**config.mk**
```make
export PLATFORM = sky130hd
export DESIGN_NAME = display_scan_scheduler
export DESIGN_NICKNAME = d
export VERILOG_FILES = /design/src/rtl/display_scan_scheduler.sv
export SDC_FILE = /design/constraint.sdc
export NUM_CORES = 1
export LEC_CHECK = 0
export BUFFER_PORTS_ARGS = -buffer_cell sky130_fd_sc_hd__buf_4
export CELL_PAD_IN_SITES_DETAIL_PLACEMENT = 1
export CELL_PAD_IN_SITES_GLOBAL_PLACEMENT = 1
export CORE_MARGIN = 8
export CORE_UTILIZATION = 35
export DETAILED_ROUTE_END_ITERATION = 6
export PLACE_DENSITY = 0.64
export SKIP_LAST_GASP = 1
export SYNTH_ARGS = -nofsm -noshare
export SYNTH_HDL_FRONTEND = slang
export SYNTH_SLANG_ARGS = --single-unit
```
**constraint.sdc**
```tcl
create_clock -name clock -period 5 [get_ports clock]
set_input_delay 0.25 -clock clock [delete_from_list [all_inputs] [get_ports clock]]
set_output_delay 0.25 -clock clock [all_outputs]
set_load 0.02 [all_outputs]
```
**src/rtl/display_scan_scheduler.sv**
```systemverilog
// Timed scan sequencer for a multiplexed 3-digit 7-segment display shared by two
// value sources through a frame-granular round-robin arbiter.
module display_scan_scheduler #(
   parameter int PRESC = 50000,
   parameter int DEAD  = 16,
   parameter int HOLD  = 64,
   parameter int LZB   = 1
) (
   input  logic       clock,
   input  logic       zera_n,
   input  logic       req_a,
   input  logic [7:0] valor_a,
   input  logic       req_b,
   input  logic [7:0] valor_b,
   output logic       gnt_a,
   output logic       gnt_b,
   output logic [7:0] numero,
   output logic [1:0] digit_sel,
   output logic [3:0] enable_n,
   output logic       fim_quadro
);

   localparam int CNT_MAX = (PRESC > DEAD) ? PRESC : DEAD;
   localparam int CW      = $clog2(CNT_MAX + 1);
   localparam int FW      = $clog2(HOLD + 1);

   localparam logic [CW-1:0] PRESC_LAST = CW'(PRESC - 1);
   localparam logic [CW-1:0] DEAD_LAST  = CW'(DEAD - 1);
   localparam logic [FW-1:0] HOLD_V     = FW'(HOLD);

   typedef enum logic [1:0] {
      S_IDLE,
      S_ARB,
      S_ON,
      S_GAP
   } state_t;

   state_t          r_state,     w_state_nx;
   logic [CW-1:0]   r_cnt,       w_cnt_nx;
   logic [1:0]      r_digit,     w_digit_nx;
   logic            r_gnt_a,     w_gnt_a_nx;
   logic            r_gnt_b,     w_gnt_b_nx;
   logic [7:0]      r_numero,    w_numero_nx;
   logic [3:0]      r_enable_n,  w_enable_n_nx;
   logic            r_fim,       w_fim_nx;
   logic [FW-1:0]   r_frame_cnt, w_frame_cnt_nx;
   logic            r_last_b,    w_last_b_nx;

   logic            w_has_owner;
   logic            w_owner_req;
   logic            w_other_req;
   logic            w_hold_done;
   logic            w_win_a;
   logic            w_win_b;
   logic            w_keep;

   // Active-low enable for one digit slot, honouring leading-zero blanking.
   function automatic logic [3:0] digit_enable(input logic [1:0] digit, input logic [7:0] value);
      logic       blank;
      logic [3:0] en;
      blank = (LZB != 0) &&
              (((digit == 2'd2) && (value < 8'd100)) || ((digit == 2'd1) && (value < 8'd10)));
      en = 4'b1111;
      if (!blank) en[digit] = 1'b0;
      return en;
   endfunction

   // Arbitration decision, only consumed in the ARB state.
   always_comb begin
      w_has_owner = r_gnt_a | r_gnt_b;
      w_owner_req = (r_gnt_a & req_a) | (r_gnt_b & req_b);
      w_other_req = (r_gnt_a & req_b) | (r_gnt_b & req_a);
      w_hold_done = (r_frame_cnt >= HOLD_V);
      w_keep      = 1'b0;
      w_win_a     = 1'b0;
      w_win_b     = 1'b0;
      if (w_has_owner) begin
         if (w_owner_req && !(w_hold_done && w_other_req)) begin
            w_keep  = 1'b1;
            w_win_a = r_gnt_a;
            w_win_b = r_gnt_b;
         end else if (w_other_req) begin
            w_win_a = r_gnt_b;
            w_win_b = r_gnt_a;
         end
      end else if (req_a && req_b) begin
         w_win_a = r_last_b;
         w_win_b = !r_last_b;
      end else begin
         w_win_a = req_a;
         w_win_b = req_b;
      end
   end

   // NOTE: every signal gets its hold value first so no path through the case infers a latch.
   always_comb begin
      w_state_nx     = r_state;
      w_cnt_nx       = r_cnt;
      w_digit_nx     = r_digit;
      w_gnt_a_nx     = r_gnt_a;
      w_gnt_b_nx     = r_gnt_b;
      w_numero_nx    = r_numero;
      w_frame_cnt_nx = r_frame_cnt;
      w_last_b_nx    = r_last_b;

      unique case (r_state)
         S_IDLE: begin
            if (req_a || req_b) w_state_nx = S_ARB;
         end
         S_ARB: begin
            w_cnt_nx   = '0;
            w_digit_nx = 2'd0;
            if (w_win_a || w_win_b) begin
               w_state_nx     = S_ON;
               w_gnt_a_nx     = w_win_a;
               w_gnt_b_nx     = w_win_b;
               w_numero_nx    = w_win_a ? valor_a : valor_b;
               w_last_b_nx    = w_win_b;
               // A kept grant that already reached HOLD restarts its count.
               w_frame_cnt_nx = (w_keep && !w_hold_done) ? r_frame_cnt : '0;
            end else begin
               w_state_nx = S_IDLE;
               w_gnt_a_nx = 1'b0;
               w_gnt_b_nx = 1'b0;
            end
         end
         S_ON: begin
            if (r_cnt == PRESC_LAST) begin
               w_state_nx = S_GAP;
               w_cnt_nx   = '0;
            end else begin
               w_cnt_nx = r_cnt + CW'(1);
            end
         end
         S_GAP: begin
            if (r_cnt == DEAD_LAST) begin
               w_cnt_nx = '0;
               if (r_digit == 2'd2) begin
                  w_state_nx     = S_ARB;
                  w_digit_nx     = 2'd0;
                  w_frame_cnt_nx = (r_frame_cnt == HOLD_V) ? r_frame_cnt : r_frame_cnt + FW'(1);
               end else begin
                  w_state_nx = S_ON;
                  w_digit_nx = r_digit + 2'd1;
               end
            end else begin
               w_cnt_nx = r_cnt + CW'(1);
            end
         end
         default: w_state_nx = S_IDLE;
      endcase

      // Outputs are computed from the next state so they register on the same edge.
      w_enable_n_nx = (w_state_nx == S_ON) ? digit_enable(w_digit_nx, w_numero_nx) : 4'b1111;
      w_fim_nx      = (w_state_nx == S_GAP) && (w_digit_nx == 2'd2) && (w_cnt_nx == DEAD_LAST);
   end

   // NOTE: non-blocking assignments so every register samples the pre-edge values together.
   always_ff @(posedge clock) begin
      if (!zera_n) begin
         r_state     <= S_IDLE;
         r_cnt       <= '0;
         r_digit     <= 2'd0;
         r_gnt_a     <= 1'b0;
         r_gnt_b     <= 1'b0;
         r_numero    <= 8'd0;
         r_enable_n  <= 4'b1111;
         r_fim       <= 1'b0;
         r_frame_cnt <= '0;
         r_last_b    <= 1'b1;
      end else begin
         r_state     <= w_state_nx;
         r_cnt       <= w_cnt_nx;
         r_digit     <= w_digit_nx;
         r_gnt_a     <= w_gnt_a_nx;
         r_gnt_b     <= w_gnt_b_nx;
         r_numero    <= w_numero_nx;
         r_enable_n  <= w_enable_n_nx;
         r_fim       <= w_fim_nx;
         r_frame_cnt <= w_frame_cnt_nx;
         r_last_b    <= w_last_b_nx;
      end
   end

   assign gnt_a      = r_gnt_a;
   assign gnt_b      = r_gnt_b;
   assign numero     = r_numero;
   assign digit_sel  = r_digit;
   assign enable_n   = r_enable_n;
   assign fim_quadro = r_fim;

endmodule

```
==> results of run 1 <==
==> layout make-up <==
| type | instances | area, um2 | share of cell area [%] |
|---|---|---|---|
| Inverter | 3 | 11.26 | 0.3690 |
| Tap cell | 99 | 123.9 | 4.059 |
| Multi-Input combinational cell | 270 | 1630 | 53.42 |
| Timing Repair Buffer | 39 | 292.8 | 9.594 |
| Clock buffer | 6 | 72.57 | 2.378 |
| Sequential cell | 43 | 860.8 | 28.21 |
| Clock inverter | 2 | 60.06 | 1.968 |
==> flip-flops by register name, indices dropped and copies added (netlist names) <==
signal / count
r_state: 2
gnt_b: 1
digit_sel: 2
numero: 8
gnt_a: 1
r_cnt: 16
r_frame_cnt: 7
enable_n: 4
fim_quadro: 1
r_last_b: 1
==> layer usage <==
metal  global-route usage [%]  vias up  part of all wire, %
met5                        0        -                    0
met4                    5.040        0                 0.95
met3                    3.024        7                  3.2
met2                    27.01       32                   48
met1                    19.83     1272                   48
li1                         -     1275                    -
==> worst reg2reg max path: stages, from the launching register on <==
cell and delay (ns):
sky130_fd_sc_hd__dfxtp_1 0.37, sky130_fd_sc_hd__ha_1 0.28, sky130_fd_sc_hd__and3_1 0.27, sky130_fd_sc_hd__and3_1 0.23, sky130_fd_sc_hd__o21ai_1 0.48, sky130_fd_sc_hd__nand2_1 0.51
sky130_fd_sc_hd__o31ai_1 0.44, sky130_fd_sc_hd__nor4_1 0.11, sky130_fd_sc_hd__and4_1 0.20
==> layout by cell type, fill, tap and decap left out, types with 3 or more instances in the layout <==
cell type and count:
sky130_fd_sc_hd__nand4b_1 5, sky130_fd_sc_hd__a21oi_1 13, sky130_fd_sc_hd__nand2b_1 4, sky130_fd_sc_hd__a41oi_1 4
sky130_fd_sc_hd__and4_1 4, sky130_fd_sc_hd__inv_1 3, sky130_fd_sc_hd__o211ai_1 3, sky130_fd_sc_hd__nor2b_1 10
sky130_fd_sc_hd__xor2_1 6, sky130_fd_sc_hd__and2_1 22, sky130_fd_sc_hd__o21ai_0 17, sky130_fd_sc_hd__nand2_1 39
sky130_fd_sc_hd__nor4_1 5, sky130_fd_sc_hd__o21a_1 3, sky130_fd_sc_hd__a21boi_0 8, sky130_fd_sc_hd__clkbuf_8 5
sky130_fd_sc_hd__ha_1 3, sky130_fd_sc_hd__a211o_1 3, sky130_fd_sc_hd__dfxtp_1 43, sky130_fd_sc_hd__nand4_1 10
sky130_fd_sc_hd__nor3_1 11, sky130_fd_sc_hd__buf_4 39, sky130_fd_sc_hd__nor3b_1 4, sky130_fd_sc_hd__nor2_1 24
sky130_fd_sc_hd__and3_1 11, sky130_fd_sc_hd__o31ai_1 4, sky130_fd_sc_hd__nand3_1 23
==> where the power goes <==
part	leakage, nW	internal, mW	switching [mW]
Combinational	0.772	0.0560	0.0883
Clock	0.0654	0.200	0.120
Sequential	0.348	0.353	0.0112
Total	1.19	0.608	0.219
==> how the worst max path moves through the flow <==
| stage | startpoint | to | slack, ns | depth (start not counted) |
|---|---|---|---|---|
| 2_1_floorplan | r_cnt[0]$_SDFF_PN0_ | fim_quadro$_SDFF_PN0_ | 2.65 | 8 |
| 3_3_place_gp | r_cnt[0]$_SDFF_PN0_ | fim_quadro$_SDFF_PN0_ | 2.21 | 8 |
| 3_5_place_dp | r_cnt[0]$_SDFF_PN0_ | fim_quadro$_SDFF_PN0_ | 2.01 | 8 |
| 4_1_cts | r_cnt[0]$_SDFF_PN0_ | fim_quadro$_SDFF_PN0_ | 2.04 | 8 |
| 5_1_grt | r_cnt[0]$_SDFF_PN0_ | fim_quadro$_SDFF_PN0_ | 1.71 | 8 |
| 6_report | r_cnt[0]$_SDFF_PN0_ | fim_quadro$_SDFF_PN0_ | 2.00 | 8 |
==> logic make-up (layout without fill, tap and decap cells) <==
kind of cell / count (synthesis) / after routing / synth area share (%)
fa+ha+maj: 3 / 3 / 1.458
simple gates: 184 / 184 / 39.07
xor+xnor: 8 / 8 / 2.721
mux: 3 / 3 / 1.215
buf+inv: 22 / 50 / 3.256
compound gates: 72 / 72 / 18.85
flops: 43 / 43 / 33.43
==> metrics by stage <==
step | total power, mW | utilization, %
global placement | 0.5160 | 40.68
global route | 0.8747 | 42.53
CTS | 0.8426 | 42.53
floorplan | 0.4612 | -
detailed placement | 0.5175 | 40.68
finish | 0.8280 | 42.53
==> qor.csv, run 1 <==
stage;metric;value;unit
run_status;run_status;finished, final reports clean;
synthesis;synthTopCellsByArea;sky130_fd_sc_hd__dfxtp_1, sky130_fd_sc_hd__nand2_1, sky130_fd_sc_hd__and2_1;
power_and_ir_drop;power.leakage;1.186;nW
floorplanning;floorplan.initialDensity;35.88;%
critical_path;cp_data_arrival_time;3.19;ns
timing;finalHoldWorstSlack;0.2604;ns
cts;tritoncts;yes;
layout;layoutNonFillerInstCount;462;
synthesis;netlist_top_cells_count;sky130_fd_sc_hd__dfxtp_1, sky130_fd_sc_hd__nand2_1, sky130_fd_sc_hd__nor2_1, sky130_fd_sc_hd__nand3_1, sky130_fd_sc_hd__and2_1;
synthesis;ys_dominant_reg_cell;sky130_fd_sc_hd__dfxtp_1;
critical_path;worst_path_most_repeated_cell;sky130_fd_sc_hd__and3_1;
timing;finalCritPeriodShare;59.92;%
cts;cts-root-buf;sky130_fd_sc_hd__clkbuf_8;
synthesis;post-synth-top-area-fraction;33.43;%
layout;area_growth_syn_to_layout;18.51;%
cts;cts_post_setup_buffers_inserted;0;
routing;drt_pass1_iterations;4;
flow_run;cap_violations;0;
synthesis;syn_area_per_cell;7.686;um2
floorplanning;die_w;101.8;um
place;gp_congestion;0.8186;
cts;number_of_clock_buffers_inserted_by_tritoncts;5;
place;placed_cell_area;2919;um2
critical_path;worst-path-buf-inv;0;
global_route;grt_pass1_wl;13240;um
cts;clk-insertion-delay-late;0.29;ns
synthesis;syn-num-nets;358;
layout;layout-drive-gt1-share;15.15;%
layout;post-route-cell-area;3052;um2
routing;number_of_design_rule_violations_left_after_detail_routing;0;
routing;finalWirelength;7762;um
routing;vias;2586;
critical_path;r2r_slack;2.00;ns
critical_path;cpMaxStageDelayCell;sky130_fd_sc_hd__nand2_1;
critical_path;cp.required;5.20;ns
timing;timing.final.crit_period;2.996;ns
synthesis;ys_async_sr_fraction;0;%
timing;final-max-slew-violation-count;0;
timing;fin_skew;0.009749;ns
global_route;groute.usage.overall;15.98;%
floorplanning;die_area;10360;um2
critical_path;crit_path_cell_trace;ha_1, and3_1, and3_1, o21ai_1, nand2_1, o31ai_1, nor4_1, and4_1;
min_path;holdCritPathClass;in2reg;
critical_path;critical_path.reg2reg.startpoint;r_cnt[0]$_SDFF_PN0_;
routing;avgRoutedWirePerCell;16.80;um
synthesis;yosysMostFrequentCell;sky130_fd_sc_hd__dfxtp_1;
timing;setup_viol;0;
synthesis;syn-instance-count;335;
timing;relSlewSlack;43.66;%
global_route;grt_pass1_vias;2591;
global_route;grt_overflow;0;
critical_path;timing_worst_setup_path_type;reg2reg;
place;hpwl;5635;um
place;dp.cells;454;
cts;clock_path_buffers;2;
layout;antenna-diode-count;0;
power_and_ir_drop;pwr_density_cell;271.3;nW/um2
cts;postCtsResizedCells;0;
floorplanning;floorplan.io_pins;37;
power_and_ir_drop;peakVddDrop;96.35;uV
timing;setup_repair_after_global_routing_missed_its_margin;false;
critical_path;crit-reg2reg-capture;fim_quadro$_SDFF_PN0_;
critical_path;cp-start-kind;register;
min_path;worstHoldEndpoint;numero[0]$_SDFFE_PN0P_;
synthesis;synth.yosys.warnings;0;
timing;worst-slew-pin-transition;0.8395;ns
critical_path;critical_path.top_delay_family;simple AND/OR/NAND/NOR gates;
routing;viasPerCell;5.597;
global_route;grt_max_degree;36;
timing;timing.fmax;0.3338;GHz
timing;totalNegativeSetupSlack;0;ns
cts;clkTransAtPathRegs;0.09;ns
global_route;antenna_found_initial;0;
place;dpl_worst_slack;2.014;ns
synthesis;synthDistinctLibCells;53;
cts;post_cts_hold_buffer_count;0;
place;placement.io_buffers;36;
min_path;hold_start;valor_b[0];
floorplanning;placement_rows;31;
layout;fillers;892;
synthesis;synthesis.area;2575;um2
timing;final-hold-violation-count;0;
critical_path;worst_setup_path_end_kind;register;
routing;postRouteAntennaNets;0;
critical_path;cp_max_fo;14;
synthesis;ys_ff_latch;43;
layout;num-nets-final;385;
critical_path;rr_worst_depth;8;
floorplanning;dieHeight;101.8;um
synthesis;post-synth-top-area-cell;sky130_fd_sc_hd__dfxtp_1;
cts;sinks_on_clock_net;43;
timing;setup_slack;2.004;ns
critical_path;critical_path.max_stage_delay;0.51;ns
synthesis;synth-edff-count;0;
floorplanning;core_box_area;7176;um2
routing;drt_iter0_markers;90;
synthesis;ys_seq_area_share;33.43;%
min_path;whs_path_depth;3;
cts;ctsHtreeMaxLevel;2;
Note: power is estimated with default switching activity, not from simulation.
==> inputs of run 2 (changes only) <==
- ABC_AREA: default -> 1
- PLACE_DENSITY: 0.64 -> 0.7
- clock period: 5 -> 2.5 ns (I/O delays scaled with it)
==> qor.csv, run 2 <==
stage;metric;value;unit;change
synthesis;synthesis.area;2694;um2;was 2575 um2
flow_run;cap_violations;0;;unchanged
timing;setup_viol;0;;unchanged
critical_path;critical_path.top_delay_family;simple AND/OR/NAND/NOR gates;;unchanged
routing;vias;2817;;was 2586
critical_path;worst_path_most_repeated_cell;sky130_fd_sc_hd__nand3_1;;was sky130_fd_sc_hd__and3_1
synthesis;synth-edff-count;0;;unchanged
critical_path;worst-path-stages;13;;was 8
layout;num-nets-final;495;;was 385
timing;setup_repair_after_global_routing_missed_its_margin;false;;unchanged
floorplanning;die_area;10760;um2;was 10360 um2
synthesis;synthDistinctLibCells;37;;was 53
layout;top_register;r_cnt;;unchanged
synthesis;synthTopCellsByArea;sky130_fd_sc_hd__dfxtp_1, sky130_fd_sc_hd__nand2_1, sky130_fd_sc_hd__nand3_1;;was sky130_fd_sc_hd__dfxtp_1, sky130_fd_sc_hd__nand2_1, sky130_fd_sc_hd__and2_1
timing;timing.fmax;0.4784;GHz;was 0.3338 GHz
cts;sinks_on_clock_net;43;;unchanged
critical_path;timing.critical_path.from;r_cnt[0]$_SDFF_PN0_;;unchanged
power_and_ir_drop;power.leakage;1.477;nW;was 1.186 nW
timing;relSlewSlack;46.92;%;was 43.66%
synthesis;ys_seq_area_share;31.96;%;was 33.43%
timing;finalCritPeriodShare;83.62;%;was 59.92%
global_route;groute.usage.overall;15.32;%;was 15.98%
cts;tritoncts;yes;;unchanged
place;dpl_worst_slack;0.3853;ns;was 2.014 ns
synthesis;netlist_top_cells_count;sky130_fd_sc_hd__nand2_1, sky130_fd_sc_hd__nand3_1, sky130_fd_sc_hd__inv_1, sky130_fd_sc_hd__nor2_1, sky130_fd_sc_hd__dfxtp_1;;was sky130_fd_sc_hd__dfxtp_1, sky130_fd_sc_hd__nand2_1, sky130_fd_sc_hd__nor2_1, sky130_fd_sc_hd__nand3_1, sky130_fd_sc_hd__and2_1
place;hpwl;6110;um;was 5635 um
critical_path;worst_setup_path_end_kind;register;;unchanged
critical_path;worst-path-buf-inv;0;;unchanged
place;placed_cell_area;3062;um2;was 2919 um2
layout;post-route-cell-area;3157;um2;was 3052 um2
cts;postCtsResizedCells;0;;unchanged
timing;final-hold-violation-count;0;;unchanged
routing;avgRoutedWirePerCell;13.68;um;was 16.80 um
layout;largest_register_ffs;16;;unchanged
global_route;antenna_found_initial;0;;unchanged
critical_path;crit_path_cell_trace;ha_1, nand3_2, nor2_2, nand2_1, nand3_1, nand2_2, nand3_1, nand2_1, nor2_1, nand3_1, nor2_1, nand3_1, nor2_1;;was ha_1, and3_1, and3_1, o21ai_1, nand2_1, o31ai_1, nor4_1, and4_1
timing;totalNegativeSetupSlack;0;ns;unchanged
min_path;worstHoldEndpoint;r_last_b$_SDFFE_PN1P_;;was numero[0]$_SDFFE_PN0P_
floorplanning;die_w;103.7;um;was 101.8 um
critical_path;cp-start-kind;register;;unchanged
critical_path;timing_worst_setup_path_type;reg2reg;;unchanged
min_path;hold_start;zera_n;;was valor_b[0]
routing;finalWirelength;7865;um;was 7762 um
floorplanning;floorplan.initialDensity;35.41;%;was 35.88%
layout;fillers;1074;;was 892
min_path;holdCritPathClass;in2reg;;unchanged
critical_path;cpMaxStageDelayCell;sky130_fd_sc_hd__dfxtp_1;;was sky130_fd_sc_hd__nand2_1
critical_path;cp_data_arrival_time;2.34;ns;was 3.19 ns
critical_path;critical_path.reg2reg.startpoint;r_cnt[0]$_SDFF_PN0_;;unchanged
timing;timing.final.crit_period;2.091;ns;was 2.996 ns
place;gp_congestion;0.8338;;was 0.8186
timing;setup_slack;0.4095;ns;was 2.004 ns
layout;antenna-diode-count;0;;unchanged
floorplanning;placement_rows;32;;was 31
timing;final-max-slew-violation-count;0;;unchanged
routing;number_of_design_rule_violations_left_after_detail_routing;0;;unchanged
cts;number_of_clock_buffers_inserted_by_tritoncts;5;;unchanged
global_route;grt_pass1_vias;3027;;was 2591
synthesis;synth.yosys.warnings;0;;unchanged
floorplanning;core_box_area;7607;um2;was 7176 um2
critical_path;r2r_slack;0.41;ns;was 2.00 ns
critical_path;rr_worst_depth;13;;was 8
cts;cts_post_setup_buffers_inserted;0;;unchanged
synthesis;yosysMostFrequentCell;sky130_fd_sc_hd__nand2_1;;was sky130_fd_sc_hd__dfxtp_1
cts;cts-root-buf;sky130_fd_sc_hd__clkbuf_8;;unchanged
cts;clkTransAtPathRegs;0.10;ns;was 0.09 ns
cts;clock_path_buffers;2;;unchanged
synthesis;ys_async_sr_fraction;0;%;unchanged
layout;area_growth_syn_to_layout;17.19;%;was 18.51%
global_route;grt_pass1_wl;14050;um;was 13240 um
place;placement.io_buffers;36;;unchanged
synthesis;syn_area_per_cell;6.207;um2;was 7.686 um2
run_status;run_status;finished, final reports clean;;unchanged
layout;utilization;41.50;%;was 42.53%
global_route;grt_max_degree;22;;was 36
timing;worst-slew-pin-transition;0.7953;ns;was 0.8395 ns
critical_path;crit-reg2reg-capture;fim_quadro$_SDFF_PN0_;;unchanged
floorplanning;dieHeight;103.7;um;was 101.8 um
cts;clk-insertion-delay-late;0.31;ns;was 0.29 ns
synthesis;ys_ff_latch;43;;unchanged
synthesis;syn-instance-count;434;;was 335
global_route;grt_overflow;0;;unchanged
cts;ctsHtreeMaxLevel;2;;unchanged
layout;mostFrequentLayoutCell;sky130_fd_sc_hd__nand2_1;;was sky130_fd_sc_hd__dfxtp_1
layout;layout-drive-gt1-share;16.49;%;was 15.15%
timing;fin_skew;0.01354;ns;was 0.009749 ns
power_and_ir_drop;p_total;1.697;mW;was 0.8280 mW
synthesis;ys_dominant_reg_cell;sky130_fd_sc_hd__dfxtp_1;;unchanged
layout;most_frequent_cells_in_the_layout;sky130_fd_sc_hd__nand2_1, sky130_fd_sc_hd__nand3_1, sky130_fd_sc_hd__inv_1, sky130_fd_sc_hd__nor2_1, sky130_fd_sc_hd__dfxtp_1;;was sky130_fd_sc_hd__dfxtp_1, sky130_fd_sc_hd__nand2_1, sky130_fd_sc_hd__buf_4
routing;drt_pass1_iterations;4;;unchanged
floorplanning;floorplan.io_pins;37;;unchanged
synthesis;post-synth-top-area-fraction;31.96;%;was 33.43%
critical_path;cp_max_fo;9;;was 14
power_and_ir_drop;peakVddDrop;257.8;uV;was 96.35 uV
routing;drt_iter0_markers;64;;was 90
routing;viasPerCell;4.899;;was 5.597
cts;post_cts_hold_buffer_count;0;;unchanged
power_and_ir_drop;pwr_density_cell;537.6;nW/um2;was 271.3 nW/um2
critical_path;cp.required;2.75;ns;was 5.20 ns
synthesis;post-synth-top-area-cell;sky130_fd_sc_hd__dfxtp_1;;unchanged
min_path;whs_path_depth;2;;was 3
synthesis;syn-num-nets;457;;was 358
routing;postRouteAntennaNets;0;;unchanged
critical_path;critical_path.max_stage_delay;0.45;ns;was 0.51 ns
[run 2: cell count changes in the layout (fill, tap and decap cells not counted), moves of 5 or more]
cell / delta
sky130_fd_sc_hd__nor2_2: +13
sky130_fd_sc_hd__nand3_1: +35
sky130_fd_sc_hd__nor2_1: +33
sky130_fd_sc_hd__inv_2: +5
sky130_fd_sc_hd__nand2_1: +77
sky130_fd_sc_hd__a21boi_0: -7
sky130_fd_sc_hd__nor3_1: -7
sky130_fd_sc_hd__inv_1: +54
sky130_fd_sc_hd__nand4b_1: -5
sky130_fd_sc_hd__and2_1: -21
sky130_fd_sc_hd__o21ai_0: -9
sky130_fd_sc_hd__nor2b_1: -10
sky130_fd_sc_hd__and3_1: -11
[run 2: how the worst max path moves through the flow]
stage / end / slack (ns)
finish: fim_quadro$_SDFF_PN0_ / 0.41
global route: fim_quadro$_SDFF_PN0_ / 0.1
CTS: fim_quadro$_SDFF_PN0_ / 0.37
detailed placement: fim_quadro$_SDFF_PN0_ / 0.39
global placement: fim_quadro$_SDFF_PN0_ / 0.46
floorplan: r_frame_cnt[6]$_SDFFE_PN0P_ / 0.70
[run 2: layout make-up]
class / count / area, um2 / share of cell area, %
clock buffers: 5 / 68.82 / 2.180
clock inverters: 3 / 26.28 / 0.8323
inverters: 62 / 232.7 / 7.372
multi-input cells: 322 / 1555 / 49.27
flip-flops and latches: 43 / 860.8 / 27.27
well taps: 102 / 127.6 / 4.043
repair buffers: 38 / 285.3 / 9.037
[run 2: layer usage]
layer  up-vias  global-route usage (%)  wire (um)
met5         -                       0          0
met4         0                   4.757        125
met3         8                   3.346        244
met2        32                   26.95       3832
met1      1307                   18.03       3662
li1       1470                       -          -
[run 2: logic make-up after synthesis]
group           share of synthesized area [%]
buf+inv                                 10.31
compound gates                          9.011
flops                                   31.96
fa+ha+maj                               1.394
mux                                    0.3716
xor+xnor                               0.6504
simple gates                            46.31
[run 2: worst reg2reg max path: stages (launching register included)]
cell                      delay (ns)
sky130_fd_sc_hd__dfxtp_1        0.45
sky130_fd_sc_hd__ha_1           0.26
sky130_fd_sc_hd__nand3_2        0.16
sky130_fd_sc_hd__nor2_2         0.16
sky130_fd_sc_hd__nand2_1        0.12
sky130_fd_sc_hd__nand3_1        0.11
sky130_fd_sc_hd__nand2_2        0.14
sky130_fd_sc_hd__nand3_1        0.11
sky130_fd_sc_hd__nand2_1        0.06
sky130_fd_sc_hd__nor2_1         0.11
sky130_fd_sc_hd__nand3_1        0.10
sky130_fd_sc_hd__nor2_1         0.09
sky130_fd_sc_hd__nand3_1        0.08
sky130_fd_sc_hd__nor2_1         0.08
[run 2: report_power, final]
part           leakage [nW]  internal [mW]  switching [mW]
Clock                0.0491          0.206           0.291
Sequential            0.349          0.724          0.0414
Combinational          1.08          0.155           0.280
[run 2: metrics by stage]
stage	hold WS, ns	cells
after floorplan	0.2416	434
after global placement	0.4470	567
after detailed placement	0.4480	567
after CTS	0.1170	575
after global routing	0.1298	575
final	0.1212	575
==> inputs of run 3 (changes only) <==
- PLACE_DENSITY: 0.7 -> 0.67
- clock period: 2.5 -> 2.1 ns (I/O delays scaled with it)
==> qor.csv, run 3 (synthesis gave the netlist of run 2 again) <==
stage;metric;value;unit;change
global_route;grt_overflow;0;;unchanged
critical_path;worst-path-buf-inv;2;;was 0
cts;sinks_on_clock_net;43;;unchanged
routing;drt_iter0_markers;118;;was 64
flow_run;cap_violations;0;;unchanged
critical_path;worst_setup_path_end_kind;register;;unchanged
cts;clock_path_buffers;2;;unchanged
min_path;holdCritPathClass;in2reg;;unchanged
cts;clk-insertion-delay-late;0.30;ns;was 0.31 ns
layout;largest_register_ffs;16;;unchanged
critical_path;critical_path.max_stage_delay;0.34;ns;was 0.45 ns
routing;drt_pass1_iterations;4;;unchanged
routing;avgRoutedWirePerCell;14.60;um;was 13.68 um
floorplanning;die_w;103.7;um;unchanged
timing;finalCritPeriodShare;90.55;%;was 83.62%
layout;fillers;1035;;was 1074
timing;worst-slew-pin-transition;0.4189;ns;was 0.7953 ns
power_and_ir_drop;pwr_density_cell;683.8;nW/um2;was 537.6 nW/um2
critical_path;cp-start-kind;register;;unchanged
power_and_ir_drop;peakVddDrop;309.8;uV;was 257.8 uV
routing;number_of_design_rule_violations_left_after_detail_routing;0;;unchanged
place;dp.cells;573;;was 567
timing;final-hold-violation-count;0;;unchanged
critical_path;worst_path_most_repeated_cell;sky130_fd_sc_hd__nand2_1;;was sky130_fd_sc_hd__nand3_1
timing;setup_viol;0;;unchanged
critical_path;cp_max_fo;8;;was 9
power_and_ir_drop;power.leakage;1.545;nW;was 1.477 nW
place;placement.io_buffers;36;;unchanged
critical_path;critical_path.top_delay_family;simple AND/OR/NAND/NOR gates;;unchanged
global_route;grt_pass1_wl;14700;um;was 14050 um
floorplanning;die_area;10760;um2;unchanged
timing;final-max-slew-violation-count;0;;unchanged
routing;viasPerCell;4.961;;was 4.899
layout;antenna-diode-count;0;;unchanged
place;gp_congestion;0.8267;;was 0.8338
layout;layoutNonFillerInstCount;585;;was 575
layout;mostFrequentLayoutCell;sky130_fd_sc_hd__nand2_1;;unchanged
layout;layout-drive-gt1-share;19.25;%;was 16.49%
floorplanning;floorplan.initialDensity;35.41;%;unchanged
cts;cts-root-buf;sky130_fd_sc_hd__clkbuf_8;;unchanged
critical_path;cp_data_arrival_time;2.08;ns;was 2.34 ns
floorplanning;core_box_area;7607;um2;unchanged
global_route;grt_pass1_vias;3131;;was 3027
critical_path;cp.required;2.27;ns;was 2.75 ns
floorplanning;dieHeight;103.7;um;unchanged
critical_path;cpMaxStageDelayCell;sky130_fd_sc_hd__dfxtp_1;;unchanged
global_route;grt_max_degree;18;;was 22
timing;totalNegativeSetupSlack;0;ns;unchanged
timing;timing.final.crit_period;1.902;ns;was 2.091 ns
global_route;groute.usage.overall;16.07;%;was 15.32%
layout;area_growth_syn_to_layout;23.59;%;was 17.19%
timing;relSlewSlack;72.08;%;was 46.92%
critical_path;crit_path_cell_trace;buf_4, nand2_1, a21boi_0, nand2_1, nand3_4, buf_4, nand3_1, nand3_1, nand2_1, nor2_1, nand2_1, nand2_2, nand4_1;;was ha_1, nand3_2, nor2_2, nand2_1, nand3_1, nand2_2, nand3_1, nand2_1, nor2_1, nand3_1, nor2_1, nand3_1, nor2_1
critical_path;r2r_slack;0.20;ns;was 0.41 ns
cts;number_of_clock_buffers_inserted_by_tritoncts;5;;unchanged
run_status;run_status;finished, final reports clean;;unchanged
timing;fin_skew;0.005590;ns;was 0.01354 ns
routing;vias;2902;;was 2817
critical_path;timing_worst_setup_path_type;reg2reg;;unchanged
global_route;antenna_found_initial;0;;unchanged
timing;timing.fmax;0.5259;GHz;was 0.4784 GHz
routing;postRouteAntennaNets;0;;unchanged
layout;top_register;r_cnt;;unchanged
floorplanning;placement_rows;32;;unchanged
layout;most_frequent_cells_in_the_layout;sky130_fd_sc_hd__nand2_1, sky130_fd_sc_hd__inv_1, sky130_fd_sc_hd__nand3_1, sky130_fd_sc_hd__nor2_1, sky130_fd_sc_hd__buf_4;;was sky130_fd_sc_hd__nand2_1, sky130_fd_sc_hd__nand3_1, sky130_fd_sc_hd__inv_1, sky130_fd_sc_hd__nor2_1, sky130_fd_sc_hd__dfxtp_1
cts;tritoncts;yes;;unchanged
cts;ctsHtreeMaxLevel;2;;unchanged
layout;num-nets-final;505;;was 495
cts;clkTransAtPathRegs;0.09;ns;was 0.10 ns
floorplanning;floorplan.io_pins;37;;unchanged
place;hpwl;6725;um;was 6110 um
timing;setup_repair_after_global_routing_missed_its_margin;true;;was false
routing;finalWirelength;8543;um;was 7865 um
-- run 3: metal layers --
| metal | vias to the layer above | part of all wire [%] | track usage, % |
|---|---|---|---|
| met5 | - | 0 | 0 |
| met3 | 12 | 2.7 | 2.850 |
| li1 | 1486 | - | - |
| met1 | 1367 | 46 | 19.06 |
| met4 | 0 | 1.6 | 5.274 |
| met2 | 37 | 50 | 28.46 |
-- run 3: worst reg2reg max path, stage by stage, from the launching register on --
cell and delay [ns]:
sky130_fd_sc_hd__dfxtp_1 0.34, sky130_fd_sc_hd__buf_4 0.16, sky130_fd_sc_hd__nand2_1 0.08, sky130_fd_sc_hd__a21boi_0 0.18
sky130_fd_sc_hd__nand2_1 0.12, sky130_fd_sc_hd__nand3_4 0.16, sky130_fd_sc_hd__buf_4 0.15, sky130_fd_sc_hd__nand3_1 0.07
sky130_fd_sc_hd__nand3_1 0.10, sky130_fd_sc_hd__nand2_1 0.08, sky130_fd_sc_hd__nor2_1 0.10, sky130_fd_sc_hd__nand2_1 0.07
sky130_fd_sc_hd__nand2_2 0.09, sky130_fd_sc_hd__nand4_1 0.10
-- run 3: layout make-up --
class	count	area [um2]	area share (%)
clock inverters	2	60.06	1.804
multi-input cells	322	1609	48.33
inverters	62	235.2	7.065
clock buffers	6	72.57	2.180
well taps	102	127.6	3.833
flip-flops and latches	43	864.6	25.97
repair buffers	48	360.3	10.82
-- run 3: stage by stage --
| step | total power, mW | hold slack (ns) | utilization [%] | setup slack (ns) | area, um2 |
|---|---|---|---|---|---|
| detailed placement | 1.479 | 0.4327 | 40.84 | 0.05613 | 3107 |
| floorplan | 1.282 | 0.2216 | - | 0.2963 | 2694 |
| finish | 2.277 | 0.1122 | 43.77 | 0.1984 | 3329 |
| CTS | 2.273 | 0.1120 | 42.58 | 0.003927 | 3239 |
| global placement | 1.472 | 0.4325 | 40.84 | 0.1059 | 3107 |
| global route | 2.401 | 0.1236 | 43.77 | -0.02534 | 3329 |
-- run 3: where the power goes --
part / switching [mW] / internal (mW)
logic: 0.362 / 0.214
registers: 0.0487 / 0.864
clock network: 0.312 / 0.476
total: 0.723 / 1.55
-- run 3: path summary, 6_finish.rpt --
kind	depth (start not counted)	startpoint	endpoint
hold / removal	2	zera_n	r_last_b$_SDFFE_PN1P_
setup reg to reg	13	gnt_a$_SDFFE_PN0P_	enable_n[3]$_SDFF_PP1_
hold reg to reg	2	r_frame_cnt[1]$_SDFFE_PN0P_	r_frame_cnt[1]$_SDFFE_PN0P_
setup / recovery	13	gnt_a$_SDFFE_PN0P_	enable_n[3]$_SDFF_PP1_
-- run 3: what timing repair did --
item                                    in CTS  in global routing
hold buffers                                 0                  0
hold endpoints to repair                     0                  0
setup buffers                                0                  4
gates resized for setup                      0                 14
endpoints found under the setup margin       0                  9
